===== config.mk =====
export PLATFORM = sky130hd
export DESIGN_NAME = note_sequencer
export DESIGN_NICKNAME = d
export VERILOG_FILES = /design/src/rtl/note_sequencer.sv
export SDC_FILE = /design/constraint.sdc
export NUM_CORES = 1
export LEC_CHECK = 0
export BUFFER_PORTS_ARGS = -buffer_cell sky130_fd_sc_hd__buf_2
export CELL_PAD_IN_SITES_DETAIL_PLACEMENT = 1
export CELL_PAD_IN_SITES_GLOBAL_PLACEMENT = 1
export CORE_AREA = 3 3 93 95
export CTS_CLUSTER_DIAMETER = 120
export DETAILED_ROUTE_END_ITERATION = 7
export DIE_AREA = 0 0 96 98
export HOLD_SLACK_MARGIN = 0.06
export PLACE_DENSITY_LB_ADDON = 0.25
export SLEW_MARGIN = 15
export SYNTH_ARGS = -nofsm -noshare
export SYNTH_HDL_FRONTEND = slang
export SYNTH_SLANG_ARGS = --single-unit
export TNS_END_PERCENT = 1

===== constraint.sdc =====
create_clock -name i_clk -period 2.1 [get_ports i_clk]
set_clock_uncertainty 0.05 [all_clocks]
set_input_delay 0.21 -clock i_clk [delete_from_list [all_inputs] [get_ports i_clk]]
set_output_delay 0.21 -clock i_clk [all_outputs]
set_load 0.02 [all_outputs]

===== src/rtl/note_sequencer.sv =====
// rtl/note_sequencer.sv - pattern-ROM driven note sequencer producing phase increments and gate
module note_sequencer #(
    parameter int CLK_HZ = 25_000_000,
    parameter int AW     = 5
) (
    input  logic          i_clk,
    input  logic          i_rst_n,
    input  logic          i_enable,
    input  logic          i_restart,
    input  logic          i_tick_stb,
    input  logic          i_beat_stb,
    output logic [AW-1:0] o_rom_addr,
    input  logic [15:0]   i_rom_data,
    output logic [31:0]   o_phase_delta,
    output logic          o_phase_delta_valid,
    output logic          o_gate,
    output logic          o_note_stb
);

    typedef enum logic [1:0] {IDLE, FETCH, DECODE, PLAY} state_t;

    state_t        state;
    state_t        next_state;
    logic [AW-1:0] ptr;
    logic [5:0]    len_cnt;
    logic [31:0]   tab [12];

    logic          word_loop;
    logic          word_rest;
    logic [3:0]    sem_idx;
    logic [31:0]   note_delta;
    logic          unused_octave_msb;

    // Octave-7 phase increment for semitone s (A = index 9 = 3520 Hz)
    function automatic logic [31:0] pitch_inc(input int s);
        real ratio;
        real x;
        case (s)
            0:       ratio = 0.5946035575013605;
            1:       ratio = 0.6299605249474366;
            2:       ratio = 0.6674199270850172;
            3:       ratio = 0.7071067811865476;
            4:       ratio = 0.7491535384383408;
            5:       ratio = 0.7937005259840998;
            6:       ratio = 0.8408964152537145;
            7:       ratio = 0.8908987181403393;
            8:       ratio = 0.9438743126816935;
            9:       ratio = 1.0;
            10:      ratio = 1.0594630943592953;
            default: ratio = 1.122462048309373;
        endcase
        x = 3520.0 * ratio * 4294967296.0 / real'(CLK_HZ);
        pitch_inc = 32'($rtoi(x + 0.5));
    endfunction

    for (genvar g = 0; g < 12; g++) begin : g_tab
        localparam logic [31:0] VAL = pitch_inc(g);
        assign tab[g] = VAL;
    end

    assign o_rom_addr        = ptr;
    assign unused_octave_msb = i_rom_data[7];

    always_comb begin
        next_state = state;
        // A loop word at address 0 would refetch itself forever, so it plays as a rest
        word_loop  = i_rom_data[15] && (ptr != '0);
        word_rest  = !word_loop && (i_rom_data[15] || i_rom_data[14] || (i_rom_data[3:0] > 4'd11));
        sem_idx    = (i_rom_data[3:0] > 4'd11) ? 4'd0 : i_rom_data[3:0];
        note_delta = tab[sem_idx] >> (3'd7 - i_rom_data[6:4]);

        case (state)
            IDLE:    if (i_enable && i_beat_stb) next_state = FETCH;
            FETCH:   next_state = DECODE;
            DECODE:  next_state = word_loop ? FETCH : PLAY;
            PLAY:    if (i_beat_stb) next_state = FETCH;
            default: next_state = IDLE;
        endcase

        if (!i_enable || i_restart) next_state = IDLE;
    end

    always_ff @(posedge i_clk or negedge i_rst_n) begin
        if (!i_rst_n) state <= IDLE;
        else          state <= next_state;
    end

    always_ff @(posedge i_clk or negedge i_rst_n) begin
        if (!i_rst_n) begin
            ptr                 <= '0;
            len_cnt             <= '0;
            o_phase_delta       <= '0;
            o_phase_delta_valid <= 1'b0;
            o_gate              <= 1'b0;
            o_note_stb          <= 1'b0;
        end else begin
            o_phase_delta_valid <= 1'b0;
            o_note_stb          <= 1'b0;
            if (i_restart) begin
                ptr    <= '0;
                o_gate <= 1'b0;
            end else if (!i_enable) begin
                o_gate <= 1'b0;
            end else begin
                case (state)
                    DECODE: begin
                        if (word_loop) begin
                            ptr <= '0;
                        end else begin
                            o_note_stb <= 1'b1;
                            ptr        <= ptr + 1'b1;
                            len_cnt    <= i_rom_data[13:8];
                            if (word_rest) begin
                                o_gate <= 1'b0;
                            end else begin
                                o_gate              <= 1'b1;
                                o_phase_delta       <= note_delta;
                                o_phase_delta_valid <= 1'b1;
                            end
                        end
                    end
                    PLAY: begin
                        // A zero count means sustain: never decrements, gate stays up
                        if (i_tick_stb && (len_cnt != '0)) begin
                            len_cnt <= len_cnt - 1'b1;
                            if (len_cnt == 6'd1) o_gate <= 1'b0;
                        end
                    end
                    default: ;
                endcase
            end
        end
    end

endmodule

; ---- Yosys cells after proc, flatten, opt, wreduce, memory -nomap -nowiden
; Memory sizes are Yosys's and may differ from the RTL's.
; Index checks and enable logic that the tools add are counted.
[totals]
ff_bits = 48
latch_bits = 0
ram_bits = 0
rom_bits = 512
out_inout_bits = 40
elab_cells = 80
n_memories = 1
[op_classes]
add_sub_neg = 3
mul = 0
div = 0
magnitude_cmp = 2
eq_ne = 12
n_shift = 1
muxes = 30
bitwise_logic = 4
n_reduce_logical = 20
[memory_table]
columns = memory, words, word_bits, read_ports, rd_clocked_by_memory_dff, write_ports, line_no
row1 = (no name shown), 16, 32, 1, 0, 0, 70  ; note_delta = tab[sem_idx] >> (3'd7 - i_rom_data[6:4]);
[op_table]
columns = cell, count
row1 = two-way mux 32 bit, 2
row2 = >> shifter 32 x 3 -> 32 bit, 1
row3 = two-way mux 5 bit, 4
row4 = two-way mux 1 bit, 14
row5 = two-way mux 6 bit, 2
row6 = != test 4 bit (second input constant), 3
row7 = one-hot mux 6 bit (2 select lines), 1
row8 = AND reduction 5 bit, 2
row9 = two-way mux 2 bit, 4
row10 = one-hot mux 2 bit (4 select lines), 1
row11 = == test 6 x 1 -> 1 bit (second input constant), 1
row12 = != test 3 bit (second input constant), 2
row13 = nonzero test 2 bit, 3
row14 = nonzero test 6 bit, 1
row15 = subtractor 6 x 1 -> 6 bit (second input constant), 1
row16 = adder 5 x 1 -> 5 bit (second input constant), 1
row17 = greater-or-equal comparator 5 bit (second input constant), 1
row18 = inverter 4 -> 5 bit, 1
row19 = nonzero test 5 bit, 1
row20 = == test 2 bit (second input constant), 2
row21 = > comparator 4 bit (second input constant), 1
row22 = logical AND 1 bit, 4
row23 = two-way mux 4 bit, 1
row24 = != test 2 bit (second input constant), 2
row25 = other kinds (10), 16

; ---- Longest topological paths before layout
[logic_depth]
depth_word = 9
mapped_depth = 12
depth_no_buf = 9

; ---- Worst setup path after synthesis
; OpenSTA, ideal clock, no wires.
[synth_path]
path_kind = input to register
from = in i_rom_data[3]
to = reg o_phase_delta[9]
arrival_ps = 2595
required_ps = 1924
slack_ps = -671
cell_stages = 12
cell_sequence = buf_2 buf_2 buf_2 nand2_1 and2_1 ha_1 clkbuf_1 nor2_1 a221oi_1 nor3_1 a22o_1 o32a_1
[synth_via]
elab_chain_cells = 7
[synth_rtl]
columns = element, line_no
row1 = "start, declared", 13  ; input logic [15:0] i_rom_data,
row2 = > comparator 4 bit, "68, 69"
row3 = two-way mux 4 bit, 69  ; sem_idx = (i_rom_data[3:0] > 4'd11) ? 4'd0 : i_rom_data[3:0];
row4 = inverter 4 -> 5 bit (implied by the code), 70
row5 = memory read (16 x 32 bit), -
row6 = two-way mux 32 bit (implied by the code) (2 in a row), 70
row7 = >> shifter 32 x 3 -> 32 bit, 70
row8 = "end signal, assigned", 117  ; o_phase_delta <= note_delta;
row9 = "end, declared", 14  ; output logic [31:0] o_phase_delta,
; Parallel ways exist; a longest one is shown, timed or not. The select of a mux whose other input is x is not followed.
; A chain may end at the register's enable or synchronous reset.

; ---- Worst setup path after layout
[layout_path]
from = reg ptr[0], in the netlist o_rom_addr[0]
to = reg len_cnt[0]
[layout_via]
elab_chain_cells = 4
[layout_rtl]
columns = element, line_no
row1 = "start, declared", 24  ; logic [AW-1:0] ptr;
row2 = "start signal, assigned", 111  ; ptr <= ptr + 1'b1;
row3 = nonzero test 5 bit, 67  ; word_loop = i_rom_data[15] && (ptr != '0);
row4 = logical AND 1 bit, 67
row5 = != test 2 bit (no line), -
row6 = AND reduction 5 bit (no line), -
row7 = "end signal, assigned", 112  ; len_cnt <= i_rom_data[13:8];
row8 = "end signal, assigned", 125  ; len_cnt <= len_cnt - 1'b1;
row9 = "end, declared", 25  ; logic [5:0] len_cnt;
; Every way passes these cells.

==> flow_metrics.py <==
metrics = {
    "status": {
        "status": "finished, final reports clean",
    },
    "timing": {
        "period_share_pct": 96.9,
        "relSlewSlack_pct": 44.4,
        "max_slew.worst_pin.slew_ps": 833,
        "report.final.slew_viol_count": 0,
        "setup_slack_ps": 64.7,
        "rsz0062_at_grt": "true",
        "setup_viol": 0,
        "fin_crit_ps": 2040,
        "fmax_mhz": 491,
        "hold_violations": 0,
        "fin_hold_ws_ps": 97.2,
    },
    "cells_and_area": {
        "final_util_pct": 51.7,
        "antenna_cells": 0,
        "final_nets": 525,
        "drive_gt1_share_pct": 28.1,
        "syn_to_final_growth_pct": 24.9,
        "final_area_um2": 4040,
    },
    "power_and_ir_drop": {
        "p_clk_share_pct": 33.2,
        "p_switching_w": 0.000620,
        "power_density_nw_per_um2": 473,
        "p_int_w": 0.00129,
        "ir_drop_v": 0.000347,
        "p_leak_nw": 1.89,
        "comb_power_share_pct": 29.6,
        "swShare_pct": 32.5,
        "seqPwrFrac_pct": 37.2,
    },
    "routing": {
        "firstDrtPassIters": 4,
        "ant_nets": 0,
        "drt_iter0_drc": 271,
        "met1_length_um": 4610,
        "num_vias": 3404,
        "via_per_inst": 5.78,
        "drc": 0,
        "detail_route.wl_per_cell_um": 18.2,
        "wirelength_um": 10700,
        "highest_layer": "met4",
        "wl_met3_um": 551,
        "route.met2.wl_um": 5120,
    },
    "clocking": {
        "clock-sinks": 36,
        "worst_skew_pair.late_latency_ps": 300,
        "cts.path.max_buffers": 2,
        "root_buffer": "clkbuf_8",
        "clk_pin_slew_ps": 90,
        "cts_buffers": 5,
        "cts_tree": "yes",
        "cts-htree-levels": 2,
    },
    "synthesis": {
        "yosysMostFrequentCell": "dfrtp_1",
        "yosysTopAreaCell": "dfrtp_1",
        "synthCells": 403,
        "synthTopCellsByArea": "dfrtp_1 (28%), ha_1 (6.6%), o21ai_0 (4.6%), mux2i_1 (4.3%), nand2_1 (4.1%)",
        "synth-compound-area-share_pct": 28.5,
        "synth_ff_type": "dfrtp_1",
        "synth.cell_area_um2": 3230,
        "synth-adder-area-share_pct": 6.58,
        "async_flop_share_pct": 100,
        "synth_top_family_by_area": "compound AO/OA/AOI/OAI gates",
        "synth.avg_cell_area_um2": 8.02,
        "ys_seq_elements": 36,
        "synth-xor-area-share_pct": 1.08,
        "synth-seq-area-share_pct": 27.9,
        "synthMuxAreaShare_pct": 5.03,
        "synth-simple-area-share_pct": 21.7,
        "yosys.cell_types.count": 67,
        "yosysWarningCount": 0,
        "synth_edf_count": 0,
        "synth_common_cells": "dfrtp_1 (36), nand2_1 (35), nor2_1 (35)",
        "synth_top_area_share_pct": 27.9,
    },
    "floorplanning": {
        "die_y_um": 98,
        "core_area_um2": 7810,
        "rows": 32,
        "start_util_pct": 41.4,
        "die_w_um": 96,
        "pin_count": 62,
        "dieArea_um2": 9410,
    },
    "place": {
        "io_buffer_count": 48,
        "placed_area_um2": 3910,
        "gp_congestion": 0.912,
        "dp_hpwl_um": 8380,
        "pre_cts_slack_ps": -109,
    },
    "setup_path": {
        "cp-start-kind": "register",
        "crit_arrival_ps": 2200,
        "critPathRequiredTime_ps": 2270,
        "critPathKind": "register to register",
        "crit_fanout": 8,
        "cp-end-kind": "register",
    },
    "global_routing": {
        "overflow": 0,
        "grt_usage_pct": 23.6,
        "grt_pass1_wl_um": 17600,
        "antenna_found_initial": 0,
        "grt_pass1_vias": 3475,
        "grt_max_degree": 37,
    },
    "hold_path": {
        "min_path_type": "input pin to register",
    },
    "run": {
        "drv_cap": 0,
    },
}
[placed cells by master (no fill, tap or decap), types with 3 or more instances in the layout]
master,synthesis,layout
a21oi_1,20,20
nand3_1,12,11
a211oi_1,11,11
o31ai_1,3,3
a22oi_1,4,4
mux2i_1,14,14
nor2_1,35,34
nand2_1,35,34
buf_4,13,53
nor2b_1,11,10
o221ai_1,6,6
o32ai_1,4,3
and3_1,3,3
o22ai_1,4,4
nor4_1,3,3
nand2b_1,12,12
conb_1,1,12
o21ai_0,30,30
o211ai_1,6,6
nor3_1,12,12
a22o_1,5,5
dfrtp_1,36,36
clkbuf_8,0,5
inv_1,18,18
buf_2,12,48
ha_1,17,14
[worst paths after layout]
kind	from	end	slack (ps)	cells after the start
hold reg to reg	o_phase_delta[14]	o_phase_delta[14]	430	2
hold / removal	i_rom_data[11]	len_cnt[3]	100	3
setup / recovery	o_rom_addr[0]	len_cnt[0]	60	7
max in group asynchronous	i_rst_n	o_phase_delta[19]	980	2
min in group asynchronous	i_rst_n	state[0]	480	2
setup reg to reg	o_rom_addr[0]	len_cnt[0]	60	7
[stage by stage]
stage | power [W] | setup TNS, ps | cells
6_report | 0.00191 | 0 | 589
5_1_grt | 0.00202 | -22.8 | 589
4_1_cts | 0.00192 | 0 | 588
3_5_place_dp | 0.00128 | -350 | 579
3_3_place_gp | 0.00127 | -46.5 | 579
2_1_floorplan | 0.00109 | -510 | 414
[registers in the layout (all words and copies together) (netlist names)]
| signal | flops |
|---|---|
| o_phase_delta | 20 |
| len_cnt | 6 |
| o_rom_addr | 5 |
| state | 2 |
| o_gate | 1 |
| o_note_stb | 1 |
| o_phase_delta_valid | 1 |
[metal layers]
layer	track usage, %	vias up
li1	-	1612
met3	4.55	29
met1	30.4	1660
met2	38.4	103
met5	0	-
met4	9.08	0
[cell families (layout without fill, tap and decap cells)]
group,after synthesis,count (layout)
fa+ha+maj,17,17
compound gates,130,130
simple gates,140,140
other cells,1,12
buf+inv,59,132
xor+xnor,4,4
flops,36,36
mux,16,16
[power by group through the flow]
stage	registers, W	clock network, W	logic [W]
6_report	0.000710	0.000634	0.000565
5_1_grt	0.000712	0.000685	0.000620
4_1_cts	0.000710	0.000651	0.000562
3_5_place_dp	0.000724	0	0.000558
3_3_place_gp	0.000724	0	0.000543
2_1_floorplan	0.000729	0	0.000362
[worst max-delay path: stages, from the launching register on]
cell	delay [ps]
dfrtp_1	390
inv_1	60
ha_1	140
or4b_4	500
nand3_2	130
o211ai_4	130
or3_2	470
o21ai_0	80
[area by class of cell]
class | count | area [um2]
Fill cell | 991 | 3770
Tap cell | 102 | 128
Inverter | 21 | 78.8
Multi-Input combinational cell | 319 | 2150
Timing Repair Buffer | 103 | 668
Clock buffer | 5 | 68.8
Sequential cell | 36 | 901
Clock inverter | 3 | 42.5
[what timing repair did]
item,in CTS,in global routing
gates cloned,0,0
buffers inserted,0,1
setup endpoints to repair,1,5
hold endpoints to repair,36,0
hold buffers,1,0
resized for setup,1,1
Power figures use the tool's default switching activity.
